===== config.mk =====
export PLATFORM = sky130hd
export DESIGN_NAME = rw_cmd_master_flat
export DESIGN_NICKNAME = d
export VERILOG_FILES = /design/src/rtl/rw_cmd_pkg.sv /design/src/rtl/rw_cmd_master_if.sv /design/src/rtl/rw_tag_fifo.sv /design/src/rtl/rw_cmd_master.sv /design/src/flat_wrapper.sv
export SDC_FILE = /design/constraint.sdc
export NUM_CORES = 1
export LEC_CHECK = 0
export BUFFER_PORTS_ARGS = -buffer_cell sky130_fd_sc_hd__buf_2
export CAP_MARGIN = 40
export CORE_ASPECT_RATIO = 1.4
export CORE_MARGIN = 3
export CORE_UTILIZATION = 25
export CTS_CLUSTER_SIZE = 12
export DETAILED_ROUTE_END_ITERATION = 7
export PLACE_DENSITY = 0.51
export SLEW_MARGIN = 20
export SYNTH_ARGS = -nofsm -noshare
export SYNTH_HDL_FRONTEND = slang
export SYNTH_HIERARCHICAL = 1
export SYNTH_SLANG_ARGS = --single-unit

===== constraint.sdc =====
create_clock -name clk -period 5 [get_ports clk]
set_clock_uncertainty 0.2 [all_clocks]
set_input_delay 0.5 -clock clk [delete_from_list [all_inputs] [get_ports clk]]
set_output_delay 0.5 -clock clk [all_outputs]
set_load 0.03 [all_outputs]

===== src/rtl/rw_cmd_pkg.sv =====
// rw_cmd_pkg: shared definitions for the read/write command master.
//   RW_OPCODE_WIDTH  width of the opcode field at the LSBs of a packed command
//   RW_OP_WRITE/READ opcode values placed on the wire
//   rw_state_e       top-level control state (RUN, DRAIN, EXIT, DONE)
//   rw_opcode()      maps the 1-bit request op onto the wide opcode field
package rw_cmd_pkg;

    localparam int unsigned RW_OPCODE_WIDTH = 64;

    localparam logic [RW_OPCODE_WIDTH-1:0] RW_OP_WRITE = 64'd0;
    localparam logic [RW_OPCODE_WIDTH-1:0] RW_OP_READ  = 64'd1;

    typedef enum logic [1:0] {
        RUN   = 2'd0,
        DRAIN = 2'd1,
        EXIT  = 2'd2,
        DONE  = 2'd3
    } rw_state_e;

    function automatic logic [RW_OPCODE_WIDTH-1:0] rw_opcode(input logic op);
        return op ? RW_OP_READ : RW_OP_WRITE;
    endfunction

endpackage


===== src/rtl/rw_cmd_master_if.sv =====
// rw_cmd_master_if: bundles every handshake and status signal of rw_cmd_master.
//   req_*      local request stream (user -> master)
//   cmd_*      packed command toward the push client {wdata, addr, opcode}
//   srv_rsp_*  server response from the pull client
//   rsp_*      matched response back to the user
//   exit_*     exit request / exit channel handshake
//   done, err, outstanding  status
// Modports: master (the command master's view), slave (the surrounding logic).
interface rw_cmd_master_if #(
    parameter int unsigned ADDR_WIDTH      = 64,
    parameter int unsigned DATA_WIDTH      = 64,
    parameter int unsigned MAX_OUTSTANDING = 4
);
    import rw_cmd_pkg::*;

    localparam int unsigned CNT_WIDTH = $clog2(MAX_OUTSTANDING + 1);
    localparam int unsigned CMD_WIDTH = RW_OPCODE_WIDTH + ADDR_WIDTH + DATA_WIDTH;

    logic                  req_vld;
    logic                  req_rdy;
    logic                  req_op;
    logic [ADDR_WIDTH-1:0] req_addr;
    logic [DATA_WIDTH-1:0] req_wdata;

    logic                  cmd_vld;
    logic                  cmd_rdy;
    logic [CMD_WIDTH-1:0]  cmd_data;

    logic                  srv_rsp_vld;
    logic                  srv_rsp_rdy;
    logic [DATA_WIDTH-1:0] srv_rsp_data;

    logic                  rsp_vld;
    logic                  rsp_rdy;
    logic                  rsp_op;
    logic [DATA_WIDTH-1:0] rsp_rdata;

    logic                  exit_req;
    logic                  exit_vld;
    logic                  exit_ack;

    logic                  done;
    logic                  err;
    logic [CNT_WIDTH-1:0]  outstanding;

    modport master (
        input  req_vld, req_op, req_addr, req_wdata,
        output req_rdy,
        output cmd_vld, cmd_data,
        input  cmd_rdy,
        input  srv_rsp_vld, srv_rsp_data,
        output srv_rsp_rdy,
        output rsp_vld, rsp_op, rsp_rdata,
        input  rsp_rdy,
        input  exit_req, exit_ack,
        output exit_vld, done, err, outstanding
    );

    modport slave (
        output req_vld, req_op, req_addr, req_wdata,
        input  req_rdy,
        input  cmd_vld, cmd_data,
        output cmd_rdy,
        output srv_rsp_vld, srv_rsp_data,
        input  srv_rsp_rdy,
        input  rsp_vld, rsp_op, rsp_rdata,
        output rsp_rdy,
        output exit_req, exit_ack,
        input  exit_vld, done, err, outstanding
    );

endinterface


===== src/rtl/rw_tag_fifo.sv =====
// rw_tag_fifo: small synchronous FIFO holding the op of each in-flight request.
//   clk, rst    clock, synchronous active-high reset (clears storage too)
//   push, wdata write side; ignored when full
//   pop, rdata  read side; rdata shows the head entry, pop ignored when empty
//   full, empty occupancy flags
module rw_tag_fifo #(
    parameter int unsigned DEPTH = 4,
    parameter int unsigned WIDTH = 1
) (
    input  logic             clk,
    input  logic             rst,
    input  logic             push,
    input  logic [WIDTH-1:0] wdata,
    input  logic             pop,
    output logic [WIDTH-1:0] rdata,
    output logic             full,
    output logic             empty
);

    localparam int unsigned PTR_W = (DEPTH > 1) ? $clog2(DEPTH) : 1;
    localparam int unsigned CNT_W = $clog2(DEPTH + 1);

    logic [WIDTH-1:0] mem [DEPTH];
    logic [PTR_W-1:0] wr_ptr_q;
    logic [PTR_W-1:0] rd_ptr_q;
    logic [CNT_W-1:0] count_q;
    logic             do_push;
    logic             do_pop;

    // Pointers wrap explicitly so non-power-of-two depths work.
    function automatic logic [PTR_W-1:0] ptr_inc(input logic [PTR_W-1:0] p);
        return (p == PTR_W'(DEPTH - 1)) ? '0 : p + 1'b1;
    endfunction

    assign full    = (count_q == CNT_W'(DEPTH));
    assign empty   = (count_q == '0);
    assign do_push = push && !full;
    assign do_pop  = pop && !empty;
    assign rdata   = mem[rd_ptr_q];

    always_ff @(posedge clk) begin
        if (rst) begin
            wr_ptr_q <= '0;
            rd_ptr_q <= '0;
            count_q  <= '0;
            for (int unsigned i = 0; i < DEPTH; i++) begin
                mem[i] <= '0;
            end
        end else begin
            if (do_push) begin
                mem[wr_ptr_q] <= wdata;
                wr_ptr_q      <= ptr_inc(wr_ptr_q);
            end
            if (do_pop) begin
                rd_ptr_q <= ptr_inc(rd_ptr_q);
            end
            if (do_push && !do_pop) begin
                count_q <= count_q + 1'b1;
            end else if (!do_push && do_pop) begin
                count_q <= count_q - 1'b1;
            end
        end
    end

endmodule


===== src/rtl/rw_cmd_master.sv =====
// rw_cmd_master: turns local read/write requests into packed commands for a push
// client, matches in-order server responses against a tag FIFO, and runs a
// drain-then-exit sequence on request.
//   clk, rst  single clock, synchronous active-high reset
//   bus       rw_cmd_master_if.master: req, cmd, srv_rsp, rsp, exit channels plus
//             done/err/outstanding status
// Optional feature (macro RW_CMD_MASTER_STATS_EN): adds 32-bit wrapping counters
//   wr_count, rd_count  accepted write / read requests
//   stall_count         cycles with cmd_vld && !cmd_rdy
module rw_cmd_master
    import rw_cmd_pkg::*;
#(
    parameter int unsigned ADDR_WIDTH      = 64,
    parameter int unsigned DATA_WIDTH      = 64,
    parameter int unsigned MAX_OUTSTANDING = 4
) (
    input logic             clk,
    input logic             rst,
    rw_cmd_master_if.master bus
`ifdef RW_CMD_MASTER_STATS_EN
    ,
    output logic [31:0]     wr_count,
    output logic [31:0]     rd_count,
    output logic [31:0]     stall_count
`endif
);

    localparam int unsigned CNT_W = $clog2(MAX_OUTSTANDING + 1);
    localparam int unsigned CMD_W = RW_OPCODE_WIDTH + ADDR_WIDTH + DATA_WIDTH;
    localparam logic [CNT_W-1:0] MAX_CNT = CNT_W'(MAX_OUTSTANDING);

    rw_state_e             state_q;
    logic                  exit_vld_q;
    logic                  done_q;

    logic                  cmd_vld_q;
    logic [CMD_W-1:0]      cmd_data_q;
    logic                  rsp_vld_q;
    logic                  rsp_op_q;
    logic [DATA_WIDTH-1:0] rsp_rdata_q;
    logic                  err_q;
    logic [CNT_W-1:0]      outstanding_q;

    logic                  cmd_free;
    logic                  req_rdy;
    logic                  req_acc;
    logic                  srv_rsp_rdy;
    logic                  srv_acc;
    logic                  retire;
    logic                  unexpected;
    logic [DATA_WIDTH-1:0] wdata_field;
    logic [CMD_W-1:0]      cmd_next;

    logic [0:0]            tag_op;
    logic                  fifo_full;
    logic                  fifo_empty;

    // ------------------------------------------------------------------
    // Handshake decode
    // ------------------------------------------------------------------
    // Credit check looks only at the registered count, so a retire in the
    // same cycle does not free a slot until the next cycle. The FIFO full
    // flag mirrors outstanding == MAX and only guards the tag store.
    assign cmd_free    = !cmd_vld_q || bus.cmd_rdy;
    assign req_rdy     = (state_q == RUN) && cmd_free && (outstanding_q < MAX_CNT) && !fifo_full;
    assign req_acc     = bus.req_vld && req_rdy;

    assign srv_rsp_rdy = !rsp_vld_q || bus.rsp_rdy;
    assign srv_acc     = bus.srv_rsp_vld && srv_rsp_rdy;
    assign retire      = srv_acc && !fifo_empty;
    assign unexpected  = srv_acc && fifo_empty;

    assign wdata_field = bus.req_op ? '0 : bus.req_wdata;
    assign cmd_next    = {wdata_field, bus.req_addr, rw_opcode(bus.req_op)};

    // ------------------------------------------------------------------
    // Tag FIFO: remembers the op of each issued command, in issue order
    // ------------------------------------------------------------------
    rw_tag_fifo #(
        .DEPTH (MAX_OUTSTANDING),
        .WIDTH (1)
    ) u_tag_fifo (
        .clk   (clk),
        .rst   (rst),
        .push  (req_acc),
        .wdata (bus.req_op),
        .pop   (retire),
        .rdata (tag_op),
        .full  (fifo_full),
        .empty (fifo_empty)
    );

    // ------------------------------------------------------------------
    // Command, response and credit datapath
    // ------------------------------------------------------------------
    always_ff @(posedge clk) begin
        if (rst) begin
            cmd_vld_q     <= 1'b0;
            cmd_data_q    <= '0;
            rsp_vld_q     <= 1'b0;
            rsp_op_q      <= 1'b0;
            rsp_rdata_q   <= '0;
            err_q         <= 1'b0;
            outstanding_q <= '0;
        end else begin
            // cmd_data holds its value while the push client stalls
            if (req_acc) begin
                cmd_vld_q  <= 1'b1;
                cmd_data_q <= cmd_next;
            end else if (bus.cmd_rdy) begin
                cmd_vld_q <= 1'b0;
            end

            if (retire) begin
                rsp_vld_q   <= 1'b1;
                rsp_op_q    <= tag_op[0];
                rsp_rdata_q <= bus.srv_rsp_data;
            end else if (bus.rsp_rdy) begin
                rsp_vld_q <= 1'b0;
            end

            // A response with nothing in flight is consumed and flagged.
            if (unexpected) begin
                err_q <= 1'b1;
            end

            case ({req_acc, retire})
                2'b10:   outstanding_q <= outstanding_q + 1'b1;
                2'b01:   outstanding_q <= outstanding_q - 1'b1;
                default: outstanding_q <= outstanding_q;
            endcase
        end
    end

    // ------------------------------------------------------------------
    // Control FSM with registered exit_vld / done
    // ------------------------------------------------------------------
    always_ff @(posedge clk) begin
        if (rst) begin
            state_q    <= RUN;
            exit_vld_q <= 1'b0;
            done_q     <= 1'b0;
        end else begin
            case (state_q)
                RUN: begin
                    if (bus.exit_req) begin
                        state_q <= DRAIN;
                    end
                end
                DRAIN: begin
                    if ((outstanding_q == '0) && !cmd_vld_q) begin
                        state_q    <= EXIT;
                        exit_vld_q <= 1'b1;
                    end
                end
                EXIT: begin
                    if (bus.exit_ack) begin
                        state_q    <= DONE;
                        exit_vld_q <= 1'b0;
                        done_q     <= 1'b1;
                    end
                end
                DONE: begin
                    state_q <= DONE;
                end
                default: begin
                    state_q <= RUN;
                end
            endcase
        end
    end

    // ------------------------------------------------------------------
    // Optional statistics counters
    // ------------------------------------------------------------------
`ifdef RW_CMD_MASTER_STATS_EN
    logic [31:0] wr_count_q;
    logic [31:0] rd_count_q;
    logic [31:0] stall_count_q;

    always_ff @(posedge clk) begin
        if (rst) begin
            wr_count_q    <= '0;
            rd_count_q    <= '0;
            stall_count_q <= '0;
        end else begin
            if (req_acc && !bus.req_op) begin
                wr_count_q <= wr_count_q + 32'd1;
            end
            if (req_acc && bus.req_op) begin
                rd_count_q <= rd_count_q + 32'd1;
            end
            if (cmd_vld_q && !bus.cmd_rdy) begin
                stall_count_q <= stall_count_q + 32'd1;
            end
        end
    end

    assign wr_count    = wr_count_q;
    assign rd_count    = rd_count_q;
    assign stall_count = stall_count_q;
`endif

    // ------------------------------------------------------------------
    // Outputs
    // ------------------------------------------------------------------
    assign bus.req_rdy     = req_rdy;
    assign bus.cmd_vld     = cmd_vld_q;
    assign bus.cmd_data    = cmd_data_q;
    assign bus.srv_rsp_rdy = srv_rsp_rdy;
    assign bus.rsp_vld     = rsp_vld_q;
    assign bus.rsp_op      = rsp_op_q;
    assign bus.rsp_rdata   = rsp_rdata_q;
    assign bus.exit_vld    = exit_vld_q;
    assign bus.done        = done_q;
    assign bus.err         = err_q;
    assign bus.outstanding = outstanding_q;

endmodule


===== src/flat_wrapper.sv =====
// flat-port wrapper written by rule: the top's interface ports become plain ports
module rw_cmd_master_flat import rw_cmd_pkg::*;
#(
    parameter int unsigned ADDR_WIDTH      = 64,
    parameter int unsigned DATA_WIDTH      = 64,
    parameter int unsigned MAX_OUTSTANDING = 4
)
  (clk, rst, bus_req_vld, bus_req_op, bus_req_addr, bus_req_wdata, bus_req_rdy, bus_cmd_vld, bus_cmd_data, bus_cmd_rdy, bus_srv_rsp_vld, bus_srv_rsp_data, bus_srv_rsp_rdy, bus_rsp_vld, bus_rsp_op, bus_rsp_rdata, bus_rsp_rdy, bus_exit_req, bus_exit_ack, bus_exit_vld, bus_done, bus_err, bus_outstanding);
  rw_cmd_master_if #(.ADDR_WIDTH(ADDR_WIDTH), .DATA_WIDTH(DATA_WIDTH), .MAX_OUTSTANDING(MAX_OUTSTANDING)) bus_i ();
  input logic clk;
  input logic rst;
  input wire logic [$bits(bus_i.req_vld)-1:0] bus_req_vld;
  input wire logic [$bits(bus_i.req_op)-1:0] bus_req_op;
  input wire logic [$bits(bus_i.req_addr)-1:0] bus_req_addr;
  input wire logic [$bits(bus_i.req_wdata)-1:0] bus_req_wdata;
  output wire logic [$bits(bus_i.req_rdy)-1:0] bus_req_rdy;
  output wire logic [$bits(bus_i.cmd_vld)-1:0] bus_cmd_vld;
  output wire logic [$bits(bus_i.cmd_data)-1:0] bus_cmd_data;
  input wire logic [$bits(bus_i.cmd_rdy)-1:0] bus_cmd_rdy;
  input wire logic [$bits(bus_i.srv_rsp_vld)-1:0] bus_srv_rsp_vld;
  input wire logic [$bits(bus_i.srv_rsp_data)-1:0] bus_srv_rsp_data;
  output wire logic [$bits(bus_i.srv_rsp_rdy)-1:0] bus_srv_rsp_rdy;
  output wire logic [$bits(bus_i.rsp_vld)-1:0] bus_rsp_vld;
  output wire logic [$bits(bus_i.rsp_op)-1:0] bus_rsp_op;
  output wire logic [$bits(bus_i.rsp_rdata)-1:0] bus_rsp_rdata;
  input wire logic [$bits(bus_i.rsp_rdy)-1:0] bus_rsp_rdy;
  input wire logic [$bits(bus_i.exit_req)-1:0] bus_exit_req;
  input wire logic [$bits(bus_i.exit_ack)-1:0] bus_exit_ack;
  output wire logic [$bits(bus_i.exit_vld)-1:0] bus_exit_vld;
  output wire logic [$bits(bus_i.done)-1:0] bus_done;
  output wire logic [$bits(bus_i.err)-1:0] bus_err;
  output wire logic [$bits(bus_i.outstanding)-1:0] bus_outstanding;
  assign bus_i.req_vld = bus_req_vld;
  assign bus_i.req_op = bus_req_op;
  assign bus_i.req_addr = bus_req_addr;
  assign bus_i.req_wdata = bus_req_wdata;
  assign bus_req_rdy = bus_i.req_rdy;
  assign bus_cmd_vld = bus_i.cmd_vld;
  assign bus_cmd_data = bus_i.cmd_data;
  assign bus_i.cmd_rdy = bus_cmd_rdy;
  assign bus_i.srv_rsp_vld = bus_srv_rsp_vld;
  assign bus_i.srv_rsp_data = bus_srv_rsp_data;
  assign bus_srv_rsp_rdy = bus_i.srv_rsp_rdy;
  assign bus_rsp_vld = bus_i.rsp_vld;
  assign bus_rsp_op = bus_i.rsp_op;
  assign bus_rsp_rdata = bus_i.rsp_rdata;
  assign bus_i.rsp_rdy = bus_rsp_rdy;
  assign bus_i.exit_req = bus_exit_req;
  assign bus_i.exit_ack = bus_exit_ack;
  assign bus_exit_vld = bus_i.exit_vld;
  assign bus_done = bus_i.done;
  assign bus_err = bus_i.err;
  assign bus_outstanding = bus_i.outstanding;
  rw_cmd_master #(.ADDR_WIDTH(ADDR_WIDTH), .DATA_WIDTH(DATA_WIDTH), .MAX_OUTSTANDING(MAX_OUTSTANDING)) u_core (.clk(clk), .rst(rst), .bus(bus_i));
endmodule

* Word-level counts from Yosys, hierarchy flattened *
Memories as Yosys holds them, arrays and structs flattened. A register that Yosys moved wholly into a read port is not among the register bits.
Index checks and enable logic that the tools add are counted.

word-level totals
  register bits after elaboration = 273
  RAM bits = 4
  input port bits = 201
  output and inout port bits = 267
  logic and storage cells = 89
  memories kept = 1

memory list
  memory                 words  bits a word  read ports  clocked after Yosys merged registers in  write ports  line               text
  u_core.u_tag_fifo.mem  4      1            1           1                                        4            rw_tag_fifo.sv:23  logic [WIDTH-1:0] mem [DEPTH];

cells by class
  $add $sub $neg = 6
  magnitude comparators = 1
  eq/ne operators = 11
  muxes and demuxes = 26
  reduce and logical (&&, ||, !) cells = 32

operators by type and width
  operator                                                               number
  64-bit two-way mux                                                     1
  1-bit two-way mux                                                      14
  1-bit logical AND                                                      12
  2-bit two-way mux                                                      6
  2-bit equality test, second input constant                             5
  2-bit nonzero test                                                     5
  2-bit case mux with 4 select lines                                     1
  3-bit by 1-bit adder with 3-bit output, second input constant          2
  1-bit logical NOT                                                      6
  3-bit logical NOT                                                      2
  3-bit two-way mux                                                      2
  3-bit case mux with 2 select lines                                     1
  3-bit AND reduction                                                    2
  3-bit by 1-bit subtractor with 3-bit output, second input constant     2
  2-bit by 1-bit adder with 2-bit output, second input constant          2
  2-bit by 1-bit equality test with 1-bit output, second input constant  2
  2-bit != test, second input constant                                   2
  3-bit equality test, second input constant                             1
  3-bit < comparator, second input constant                              1
  2-bit logical NOT                                                      1
  1-bit logical OR                                                       2
  2-bit by 1-bit != test with 1-bit output, second input constant        1
  1-bit case mux with 2 select lines                                     1
  2-bit AND reduction                                                    1
  1-bit OR reduction                                                     1

* Longest topological paths before layout *
Gate-level depths: netlist of run 1.

  depth in word-level cells = 12
  mapped depth = 14
  mapped depth without buffers = 13

* Modules after synthesis *
The synthesis of run 1 kept the hierarchy.

by module, submodules not included
  module         times used  cells each  area each (um2)  seq. area each (um2)
  rw_cmd_master  1           1021        9804.4           4083.9
  rw_tag_fifo    1           59          605.6            300.3

* Worst setup path after synthesis of run 1 *
No wires, ideal clock.

  path kind = reg-to-reg
  start point = register u_core.u_tag_fifo.count_q[0]
  end point = register u_core.u_tag_fifo.count_q[2]
  setup time = 70 ps
  data arrival time = 2686 ps
  required time = 4730 ps
  slack = 2044 ps
  stages on the path, launching flop included = 15
  buffers on the path = 1
  period minus slack after synthesis = 2956 ps
  cells stage by stage = dfxtp_1 > or3b_4 > inv_1 > nor4_2 > nand3_1 > inv_2 > buf_2 > nand2_1 > inv_1 > ha_1 > inv_1 > fa_1 > xor2_1 > or3_1 > a21oi_1

on the way
  cells in the longest elaborated chain, start to end = 8
  elaborated cells between the ends (all ways) = 18
  classes of those cells = add/sub: 2; eq/ne: 1; mux: 2; reduce/logical: 13

RTL lines
  element                              line                 text
  from (decl)                          rw_tag_fifo.sv:26    logic [CNT_W-1:0] count_q;
  from (signal assigned)               rw_tag_fifo.sv:58    count_q <= count_q + 1'b1;
  from (signal assigned)               rw_tag_fifo.sv:60    count_q <= count_q - 1'b1;
  3-bit equality test (*)              rw_tag_fifo.sv:35    assign full = (count_q == CNT_W'(DEPTH));
  via u_core.fifo_full                 rw_cmd_master.sv:55  logic fifo_full;
  1-bit logical NOT (*)                rw_cmd_master.sv:65  assign req_rdy = (state_q == RUN) && cmd_free && (outstanding_q < MAX_CNT) && !fifo_full;
  1-bit logical AND (*)                rw_cmd_master.sv:65
  1-bit logical AND (*)                rw_cmd_master.sv:66  assign req_acc = bus.req_vld && req_rdy;
  via u_core.req_acc                   rw_cmd_master.sv:46  logic req_acc;
  1-bit logical AND (*)                rw_tag_fifo.sv:37    assign do_push = push && !full;
  via u_core.u_tag_fifo.do_push        rw_tag_fifo.sv:27    logic do_push;
  1-bit logical NOT                    rw_tag_fifo.sv:59    end else if (!do_push && do_pop) begin
  1-bit logical AND                    rw_tag_fifo.sv:59
  2-bit nonzero test (no source line)  --

The timed path passes the listed nets; every way through them passes the cells marked *. The select of a mux whose other input is x is not followed.
A chain may end at the register's enable or synchronous reset.

* Final worst setup path of run 1 *
  start point = register u_core.u_tag_fifo.count_q[0]
  end point = register u_core.u_tag_fifo.count_q[2]

on the way
  cells in the longest elaborated chain, start to end = 8
  elaborated cells between the ends (all ways) = 18
  classes of those cells = add/sub: 2; eq/ne: 1; mux: 2; reduce/logical: 13

RTL lines
  element                              line
  3-bit equality test (*)              rw_tag_fifo.sv:35
  via u_core.fifo_full                 rw_cmd_master.sv:55
  1-bit logical NOT (*)                rw_tag_fifo.sv:37, rw_cmd_master.sv:65
  1-bit logical AND                    rw_cmd_master.sv:65
  1-bit logical AND                    rw_cmd_master.sv:66
  1-bit logical AND (*)                rw_tag_fifo.sv:37
  via u_core.u_tag_fifo.do_push        rw_tag_fifo.sv:27
  1-bit logical NOT                    rw_tag_fifo.sv:59
  1-bit logical AND                    rw_tag_fifo.sv:59
  2-bit nonzero test (no source line)  --

Marked as above.

==> results of run 1 <==
[power by group]
part           total [mW]  switching, mW  internal, mW
Sequential           2.30          0.212          2.09
Clock                1.83          0.752          1.08
Combinational        2.95           2.04         0.914
[cell usage in the layout, fill, tap and decap left out, types with 25 or more instances in the layout]
| cell | count |
|---|---|
| dfxtp_1 | 213 |
| mux2i_1 | 67 |
| a21oi_1 | 138 |
| conb_1 | 63 |
| nand4_1 | 66 |
| nand2b_1 | 67 |
| clkbuf_16 | 25 |
| or3b_2 | 54 |
| nand4b_1 | 65 |
| o31ai_2 | 39 |
| dlygate4sd3_1 | 36 |
| buf_2 | 403 |
| o31ai_1 | 94 |
[cell families (layout without fill, tap and decap cells)]
group | Yosys count | in the layout
buffers and inverters | 207 | 516
AND/OR/NAND/NOR | 295 | 295
XOR/XNOR | 4 | 4
adder cells (fa/ha/maj) | 6 | 6
AO/OA/AOI/OAI | 282 | 282
multiplexers | 68 | 68
flip-flops | 217 | 217
other | 1 | 68
[area by class of cell]
| type | instances | area (um^2) | share of cell area |
|---|---|---|---|
| Antenna cell | 5 | 12.5 | 0.000914 |
| Clock buffer | 38 | 714 | 0.0522 |
| Clock inverter | 5 | 77.6 | 0.00567 |
| Inverter | 12 | 46.3 | 0.00338 |
| Multi-Input combinational cell | 718 | 5180 | 0.379 |
| Sequential cell | 217 | 4380 | 0.320 |
| Tap cell | 534 | 668 | 0.0488 |
| Timing Repair Buffer | 461 | 2600 | 0.190 |
[routing by layer]
| layer | GRT usage | share of wire | vias to the layer above |
|---|---|---|---|
| met5 | 0 | 0.00020 | - |
| met4 | 0.0649 | 0.040 | 2 |
| met3 | 0.0355 | 0.080 | 74 |
| met2 | 0.244 | 0.48 | 405 |
| met1 | 0.181 | 0.40 | 4518 |
| li1 | - | - | 4571 |
[worst min path at each step]
stage,from,endpoint,slack [ns]
floorplan,u_core/u_tag_fifo/rd_ptr_q[0],flop,0.26
global placement,u_core/bus.done,u_core/bus.done,0.24
detailed placement,u_core/bus.done,u_core/bus.done,0.24
CTS,bus_req_addr[29],u_core/bus.cmd_data[93],0.0008
global route,bus_req_addr[43],u_core/bus.cmd_data[107],0.01
finish,bus_req_addr[33],u_core/bus.cmd_data[97],0.03
[critical path: cells and delay by family, from the launching register on]
family / cells / cell delay (ns)
AO/OA/AOI/OAI: 1 / 0.14
XOR/XNOR: 1 / 0.16
adder cells (fa/ha/maj): 2 / 0.55
buffers and inverters: 4 / 0.65
flip-flops: 1 / 0.45
AND/OR/NAND/NOR: 5 / 1.09
[state kept, by name, summed over array words and instances (netlist names), named ones only]
signal,flops
u_core/state_q,2
u_core/bus.exit_vld,1
u_core/u_tag_fifo/rd_ptr_q,2
u_core/bus.done,1
u_core/bus.cmd_vld,1
u_core/bus.outstanding,3
u_core/u_tag_fifo/mem,4
u_core/u_tag_fifo/count_q,3
u_core/bus.rsp_vld,1
u_core/bus.rsp_op,1
u_core/bus.rsp_rdata,64
u_core/u_tag_fifo/wr_ptr_q,2
u_core/bus.cmd_data,129
u_core/bus.err,1
==> reports/metrics.yaml, run 1 <==
clock_network:
  cts_resized: 0
  cts_made_buffers: 25
  clk_pin_slew_ns: 0.06
  cts_buffer_depth: 3
  cts_hold_buf: 36
  cts_sinks: 217
  cts_tree: "built"
  root_buffer: "clkbuf_16"
  cts_htree_levels: 1
  postCtsSetupBuffers: 0
  clkLatencyLatePin_ns: 0.53
setup_path:
  critical_path_required_ns: 5.26
  crit_end: "u_core/u_tag_fifo/count_q[2]"
  cpMostUsedCell: "inv_1"
  worst_path_max_delay_cell: "dfxtp_1"
  rr_worst_depth: 13
  worstReg2RegEnd: "u_core/u_tag_fifo/count_q[2]"
  cpPeakStageDelay_ns: 0.45
  crit_type: "flop to flop"
  cp_cell_sequence: "or3b_4, inv_1, nor4_4, nand3_1, clkinv_2, nand2_1, inv_1, ha_1, inv_1, fa_1, xor2_1, or3_1, a21oi_1"
  crit_arrival_ns: 3.58
  worstPathMaxFanout: 23
  r2r-start: "u_core/u_tag_fifo/count_q[0]"
  startpoint_type: "flop"
  endpoint_kind: "flop"
  setup.worst_path.start: "u_core/u_tag_fifo/count_q[0]"
  r2r_setup_slack_ns: 1.68
finish:
  drive_above_1_share: 0.390
  fin_util: 0.336
  instances_no_fill: 1990
  nets: 1642
  areaGrowthSynthToFinish_pct: 31.4
  fin_area_mm2: 0.0137
  fill_cells: 4296
global_route:
  overflow: 0
  grt_first_pass_wirelength_um: 52900
  grt_util_all_layers: 0.148
  grt_max_degree: 131
  first_global_vias: 9301
  antenna_found_initial: 6
power_and_ir_drop:
  p_per_area_mw_per_mm2: 518
  p_total_mw: 7.08
  ir_drop_mv: 0.227
  p_leak_nw: 5.79
floorplan:
  die_h_um: 247
  die_w_um: 178
  io_pins: 468
  num_rows: 87
  coreArea_mm2: 0.0407
  initial_core_util: 0.256
  die_area_mm2: 0.0442
synthesis:
  synthArstFlopShare: 0
  yosysWarnings: 6
  yosysSeqAreaShare: 0.421
  synth_common_cells: "213 x dfxtp_1, 138 x a21oi_1, 94 x clkbuf_1, 94 x o31ai_1, 68 x nand2b_1"
  muxShareOfSynthArea: 0.0666
  yosysMostFrequentCell: "dfxtp_1"
  synth_top_family_by_area: "simple AND/OR/NAND/NOR gates"
  synth_area_per_cell_um2: 9.64
  ys.flop_type: "dfxtp_1"
  yosys.area_share.adder: 0.00865
  netlist_area_mm2: 0.0104
  synth_edf_count: 4
  syn_inst: 1080
  yosys.area.top_type: "dfxtp_1"
  synthXorXnorAreaFrac: 0.00337
  synth_compound_area_frac: 0.187
  synthTopCellsByArea: "dfxtp_1 41%, o31ai_1 6.8%, a21oi_1 6.6%, mux2i_1 6.4%, nand4b_1 5.5%"
  synth_cell_types: 41
  yosys.area.top_type_share: 0.410
  ys_ff_latch: 217
  synth-simple-area-share: 0.206
place:
  place_area_mm2: 0.0125
  pre_cts_ws_ns: 1.65
  place_congestion: 0.761
  place.port_buffers: 404
  dp.cells: 1906
  dp_hpwl_um: 23200
sta:
  fin_setup_tns_ns: 0
  slew_violations: 0
  setup_viol: 0
  fmax_mhz: 301
  grt_setup_unrepaired: "false"
  finalWorstSetupSlack_ns: 1.68
  hold_viol_final: 0
  maxSlewHeadroom: 0.455
  max_slew.worst_pin.slew_ns: 0.817
  whs_ns: 0.0309
  finalCriticalPeriod_ns: 3.32
  min_period_over_period: 0.664
detailed_routing:
  drt-initial-drc-count: 475
  wl_per_cell_um: 17.9
  wirelength_um: 35600
  route.detailed.drc: 0
  vias_per_cell: 4.81
  drtPass1Iterations: 5
  final_antenna_net_count: 0
  vias: 9570
hold_path:
  hold_depth: 3
  worstHoldPathType: "input pin to flop"
job:
  cap_violations: 0
status:
  outcome: "complete, no violations"
Note: power is estimated with default switching activity, not from simulation.
==> inputs of run 2 (changes only) <==
--- a/config.mk
+++ b/config.mk
@@ -5,6 +5,7 @@
 export SDC_FILE = /design/constraint.sdc
 export NUM_CORES = 1
 export LEC_CHECK = 0
+export ABC_AREA = 1
 export BUFFER_PORTS_ARGS = -buffer_cell sky130_fd_sc_hd__buf_2
 export CAP_MARGIN = 40
 export CORE_ASPECT_RATIO = 1.4
@@ -12,7 +13,7 @@
 export CORE_UTILIZATION = 25
 export CTS_CLUSTER_SIZE = 12
 export DETAILED_ROUTE_END_ITERATION = 7
-export PLACE_DENSITY = 0.51
+export PLACE_DENSITY = 0.52
 export SLEW_MARGIN = 20
 export SYNTH_ARGS = -nofsm -noshare
 export SYNTH_HDL_FRONTEND = slang
==> constraint.sdc (replaced) <==
create_clock -name clk -period 3.25 [get_ports clk]
set_clock_uncertainty 0.2 [all_clocks]
set_input_delay 0.325 -clock clk [delete_from_list [all_inputs] [get_ports clk]]
set_output_delay 0.325 -clock clk [all_outputs]
set_load 0.03 [all_outputs]
==> run 2 against run 1 <==
Compared with the run above:
- via count up 0.36%
- synthesized cell count up 16%
- clock power up 54%
- flip-flop and latch count unchanged
- sequential power up 77%
- core utilization up 5.9 points
- worst hold slack better by 0.011 ns
- design area up 4.5%
- final cell count up 16%
- die area down 11%
- non-clock buffer count up 164
- sequential share of layout area down 1.4 points
- critical endpoint is now u_core/bus.cmd_data[139]
==> reports/metrics.yaml, run 2 <==
job:
  cap_violations: 0
synthesis:
  syn_inst: 1250
  yosys.area.top_type: "dfxtp_1"
  synthTopCellsByArea: "dfxtp_1 46%, nor2_1 13%, nand2_1 8.5%, buf_4 5.3%, o21bai_1 5.3%"
  netlist_area_mm2: 0.00926
  yosysWarnings: 6
  synth_cell_types: 30
  synth_common_cells: "332 x nor2_1, 213 x dfxtp_1, 209 x nand2_1"
  synth_area_per_cell_um2: 7.41
  synth_edf_count: 4
  ys_ff_latch: 217
  yosys.area.top_type_share: 0.460
  yosysMostFrequentCell: "nor2_1"
  yosysSeqAreaShare: 0.473
  ys.flop_type: "dfxtp_1"
  synthArstFlopShare: 0
setup_path:
  critical_path_required_ns: 3.45
  endpoint_kind: "flop"
  startpoint_type: "flop"
  crit_arrival_ns: 2.97
  r2r-start: "u_core/u_tag_fifo/count_q[0]"
  worstReg2RegEnd: "u_core/bus.cmd_data[139]"
  crit_type: "flop to flop"
  r2r_setup_slack_ns: 0.48
  worstPathMaxFanout: 42
  rr_worst_depth: 11
  crit_end: "u_core/bus.cmd_data[139]"
  setup.worst_path.start: "u_core/u_tag_fifo/count_q[0]"
sta:
  maxSlewHeadroom: 0.505
  hold_viol_final: 0
  max_slew.worst_pin.slew_ns: 0.742
  fmax_mhz: 361
  finalWorstSetupSlack_ns: 0.476
  whs_ns: 0.0416
  fin_setup_tns_ns: 0
  finalCriticalPeriod_ns: 2.77
  setup_viol: 0
  slew_violations: 0
  min_period_over_period: 0.853
  grt_setup_unrepaired: "false"
detailed_routing:
  drtPass1Iterations: 7
  vias: 9604
  drt-initial-drc-count: 405
  wirelength_um: 31200
  vias_per_cell: 4.17
  wl_per_cell_um: 13.5
  route.detailed.drc: 0
  final_antenna_net_count: 0
finish:
  final_common_cell: "buf_2"
  areaGrowthSynthToFinish_pct: 54.4
  drive_above_1_share: 0.260
  fill_cells: 3696
  largest_register_ffs: 129
  final_cell_mix: "403 x buf_2, 331 x nor2_1, 213 x dfxtp_1, 209 x dlygate4sd3_1, 209 x nand2_1"
  nets: 2029
floorplan:
  num_rows: 82
  die_w_um: 169
  die_h_um: 234
  io_pins: 468
  die_area_mm2: 0.0394
  coreArea_mm2: 0.0362
  initial_core_util: 0.256
global_route:
  overflow: 0
  antenna_found_initial: 2
  grt_first_pass_wirelength_um: 47700
  grt_util_all_layers: 0.146
  grt_max_degree: 130
  first_global_vias: 9297
clock_network:
  postCtsSetupBuffers: 0
  clk_pin_slew_ns: 0.06
  cts_htree_levels: 1
  cts_made_buffers: 24
  cts_buffer_depth: 3
  cts_resized: 0
  cts_hold_buf: 209
  cts_tree: "built"
  cts_sinks: 217
  root_buffer: "clkbuf_16"
  clkLatencyLatePin_ns: 0.52
place:
  place.port_buffers: 404
  place_congestion: 0.776
  dp_hpwl_um: 20600
  pre_cts_ws_ns: 0.710
status:
  outcome: "complete, no violations"
power_and_ir_drop:
  ir_drop_mv: 0.500
  p_per_area_mw_per_mm2: 917
  p_total_mw: 13.1
  p_leak_nw: 7.28
hold_path:
  worstHoldPathType: "input pin to flop"
==> run 2: cell count changes after synthesis, moves of 59 or more <==
| cell | previous run | this run |
|---|---|---|
| nand2b_1 | 68 | 0 |
| nor2_1 | 11 | 332 |
| a21oi_1 | 138 | 13 |
| nand3_1 | 2 | 72 |
| o31ai_1 | 94 | 0 |
| mux2i_1 | 67 | 0 |
| nand4_1 | 66 | 1 |
| nand4b_1 | 65 | 0 |
| o21ai_0 | 7 | 72 |
| o21bai_1 | 0 | 65 |
| clkbuf_1 | 94 | 35 |
| inv_1 | 11 | 90 |
| nand2_1 | 4 | 209 |
==> run 2: per-stage QoR <==
stage	instances	utilization	cell area, um^2
2_1_floorplan	1312	-	9490
5_1_grt	2302	0.395	14300
3_3_place_gp	2049	0.314	11400
3_5_place_dp	2049	0.314	11400
6_report	2303	0.395	14300
4_1_cts	2301	0.395	14300
==> run 2: metal layers <==
metal | vias up | GRT usage | share of wire
met5 | - | 0 | 0.00042
met4 | 2 | 0.0486 | 0.027
met3 | 51 | 0.0391 | 0.079
met2 | 358 | 0.272 | 0.51
met1 | 4305 | 0.158 | 0.38
li1 | 4888 | - | -
==> run 2: worst min-delay path by stage <==
| stage | from | to | slack, ns | depth (start not counted) |
|---|---|---|---|---|
| after floorplan | rst | flop | 0.20 | 1 |
| after global placement | u_core/bus.done | u_core/bus.done | 0.24 | 2 |
| after detailed placement | u_core/bus.done | u_core/bus.done | 0.25 | 2 |
| after CTS | bus_req_wdata[33] | u_core/bus.cmd_data[161] | 0.01 | 5 |
| after global routing | bus_req_wdata[33] | u_core/bus.cmd_data[161] | 0.06 | 5 |
| final | bus_req_wdata[33] | u_core/bus.cmd_data[161] | 0.04 | 5 |
==> run 2: area by class of cell <==
class	instances	area [um^2]	share of cell area
inverters	95	357	0.0249
diodes	2	5.00	0.000350
repair buffers	625	4270	0.299
clock buffers	40	782	0.0547
flip-flops and latches	217	4380	0.307
clock inverters	3	40.0	0.00280
multi-input cells	859	3880	0.272
well taps	462	578	0.0404
==> run 2: kinds of logic (layout without fill, tap and decap cells) <==
kind of cell,Yosys count,count (layout),synth area share
fa+ha+maj,6,6,0.00973
flops,217,217,0.473
buf+inv,236,763,0.134
compound gates,156,156,0.103
other cells,1,65,0.000405
simple gates,634,634,0.279
==> run 2: power breakdown <==
part,switching [mW],internal (mW)
combinational,4.35,1.90
sequential,0.477,3.58
clock,1.11,1.71
==> run 2: critical path: stages (launching register included) <==
cell           delay, ns
dfxtp_1             0.43
nor2_4              0.08
nand2_4             0.11
inv_1               0.06
nor2_2              0.14
nand2_1             0.11
nor2_4              0.40
buf_12              0.28
nand3_1             0.11
nand2_1             0.11
nor2_1              0.04
dlygate4sd3_1       0.55
==> inputs of run 3 (changes only) <==
==> constraint.sdc (replaced) <==
create_clock -name clk -period 3.25 [get_ports clk]
set_clock_uncertainty 0.2 [all_clocks]
set_input_delay 0.4875 -clock clk [delete_from_list [all_inputs] [get_ports clk]]
set_output_delay 0.4875 -clock clk [all_outputs]
set_load 0.03 [all_outputs]
==> run 3 against run 2 <==
Compared with the run above:
- worst hold slack got worse by 0.0079 ns
- final cell count fell by 3.9%
- sequential share of layout area rose by 2.2 points
- critical path type is now flop to output port
- largest cell class unchanged
==> reports/metrics.yaml, run 3 (synthesis results as in run 2) <==
status:
  outcome: "complete, no violations"
sta:
  setup_viol: 0
  min_period_over_period: 0.887
  max_slew.worst_pin.slew_ns: 0.756
  grt_setup_unrepaired: "false"
  maxSlewHeadroom: 0.496
  fin_setup_tns_ns: 0
  slew_violations: 0
  finalCriticalPeriod_ns: 2.88
  fmax_mhz: 347
  hold_viol_final: 0
  whs_ns: 0.0337
hold_path:
  worstHoldPathType: "input pin to flop"
  min_from: "bus_req_addr[47]"
finish:
  instances_no_fill: 2213
  largest_register_ffs: 129
  fill_cells: 3822
  final_cell_mix: "403 x buf_2, 331 x nor2_1, 213 x dfxtp_1, 209 x nand2_1, 121 x dlygate4sd3_1"
  areaGrowthSynthToFinish_pct: 44.2
  final_common_cell: "buf_2"
  drive_above_1_share: 0.274
  nets: 1942
  diodes: 0
setup_path:
  endpoint_kind: "output port"
  cp_cell_sequence: "nor2_4, nand2_4, inv_1, nor2_2, nand2_1, nor2_4, buf_2"
  crit_arrival_ns: 2.19
  crit_end: "bus_req_rdy"
  cpMostUsedCell: "nor2_4"
  crit_buf_inv: 2
  startpoint_type: "flop"
  critical_path_required_ns: 2.56
  path_delay_family: "simple AND/OR/NAND/NOR gates"
  worst_path_max_delay_cell: "dfxtp_1"
  worstPathMaxFanout: 16
  cpPeakStageDelay_ns: 0.43
  rr_worst_depth: 17
  setup.worst_path.start: "u_core/u_tag_fifo/count_q[0]"
  crit_type: "flop to output port"
  r2r_setup_slack_ns: 0.71
  cp.depth: 7
  worstReg2RegEnd: "u_core/u_tag_fifo/count_q[2]"
  r2r-start: "u_core/u_tag_fifo/count_q[0]"
global_route:
  overflow: 0
  antenna_found_initial: 1
  grt_max_degree: 130
  grt_util_all_layers: 0.143
  grt_first_pass_wirelength_um: 46300
  first_global_vias: 8921
detailed_routing:
  wirelength_um: 30900
  drt-initial-drc-count: 449
  vias_per_cell: 4.17
  drtPass1Iterations: 4
  wl_per_cell_um: 14.0
  vias: 9236
  route.detailed.drc: 0
  final_antenna_net_count: 0
clock_network:
  root_buffer: "clkbuf_16"
  cts_resized: 0
  cts_buffer_depth: 3
  clkLatencyLatePin_ns: 0.53
  cts_made_buffers: 24
  cts_htree_levels: 1
  clk_pin_slew_ns: 0.06
  cts_sinks: 217
  cts_tree: "built"
power_and_ir_drop:
  ir_drop_mv: 0.536
  p_total_mw: 12.8
  p_leak_nw: 6.87
  p_per_area_mw_per_mm2: 960
place:
  place_congestion: 0.782
  dp_hpwl_um: 20800
  dp.cells: 2050
  place.port_buffers: 404
job:
  cap_violations: 0
floorplan:
  die_w_um: 169
  die_h_um: 234
  initial_core_util: 0.256
  io_pins: 468
  num_rows: 82
  coreArea_mm2: 0.0362
  die_area_mm2: 0.0394
[run 3: what timing repair did]
action                                 in CTS  in global routing
endpoints found under the hold margin     121                  0
buffers inserted                            0                  0
hold buffers                              121                  0
[run 3: final cells by class]
cell class / instances / area [um^2] / area share
multi-input combinational: 859 / 3880 / 0.291
clock inverter: 6 / 41.3 / 0.00309
timing repair buffer: 538 / 3380 / 0.253
tap: 462 / 578 / 0.0433
sequential: 217 / 4380 / 0.328
inverter: 95 / 357 / 0.0267
clock buffer: 36 / 726 / 0.0543
[run 3: routing by layer]
layer	wire length (um)	GRT usage	share of wire
met4	971	0.0524	0.031
met3	2500	0.0405	0.081
met5	7	0	0.00023
met2	15500	0.267	0.50
met1	11900	0.153	0.39
[run 3: stage by stage]
stage	cell area (um^2)	worst slack (ns)	util
2_1_floorplan	9490	0.709	-
3_3_place_gp	11400	0.708	0.314
3_5_place_dp	11400	0.696	0.314
4_1_cts	13400	0.322	0.369
5_1_grt	13400	0.188	0.369
6_report	13400	0.369	0.369
[run 3: tightest hold or removal path: stages]
cell      delay, ns
buf_2          0.08
o21bai_1       0.06
nor2_1         0.09
[run 3: worst min-delay path by stage]
stage	slack, ns	cells past startpoint	end
floorplan	0.25	2	flop
global placement	0.24	2	u_core/bus.done
detailed placement	0.25	2	u_core/bus.done
CTS	0.001	3	u_core/bus.rsp_rdata[46]
global route	0.02	3	u_core/bus.cmd_data[111]
finish	0.03	3	u_core/bus.cmd_data[111]
[run 3: where the power goes]
part           leakage (nW)  internal [mW]  total (mW)  switching (mW)
Combinational          4.69           1.77        6.10            4.34
Sequential             1.80           3.58        4.06           0.481
Clock                 0.384           1.54        2.66            1.12
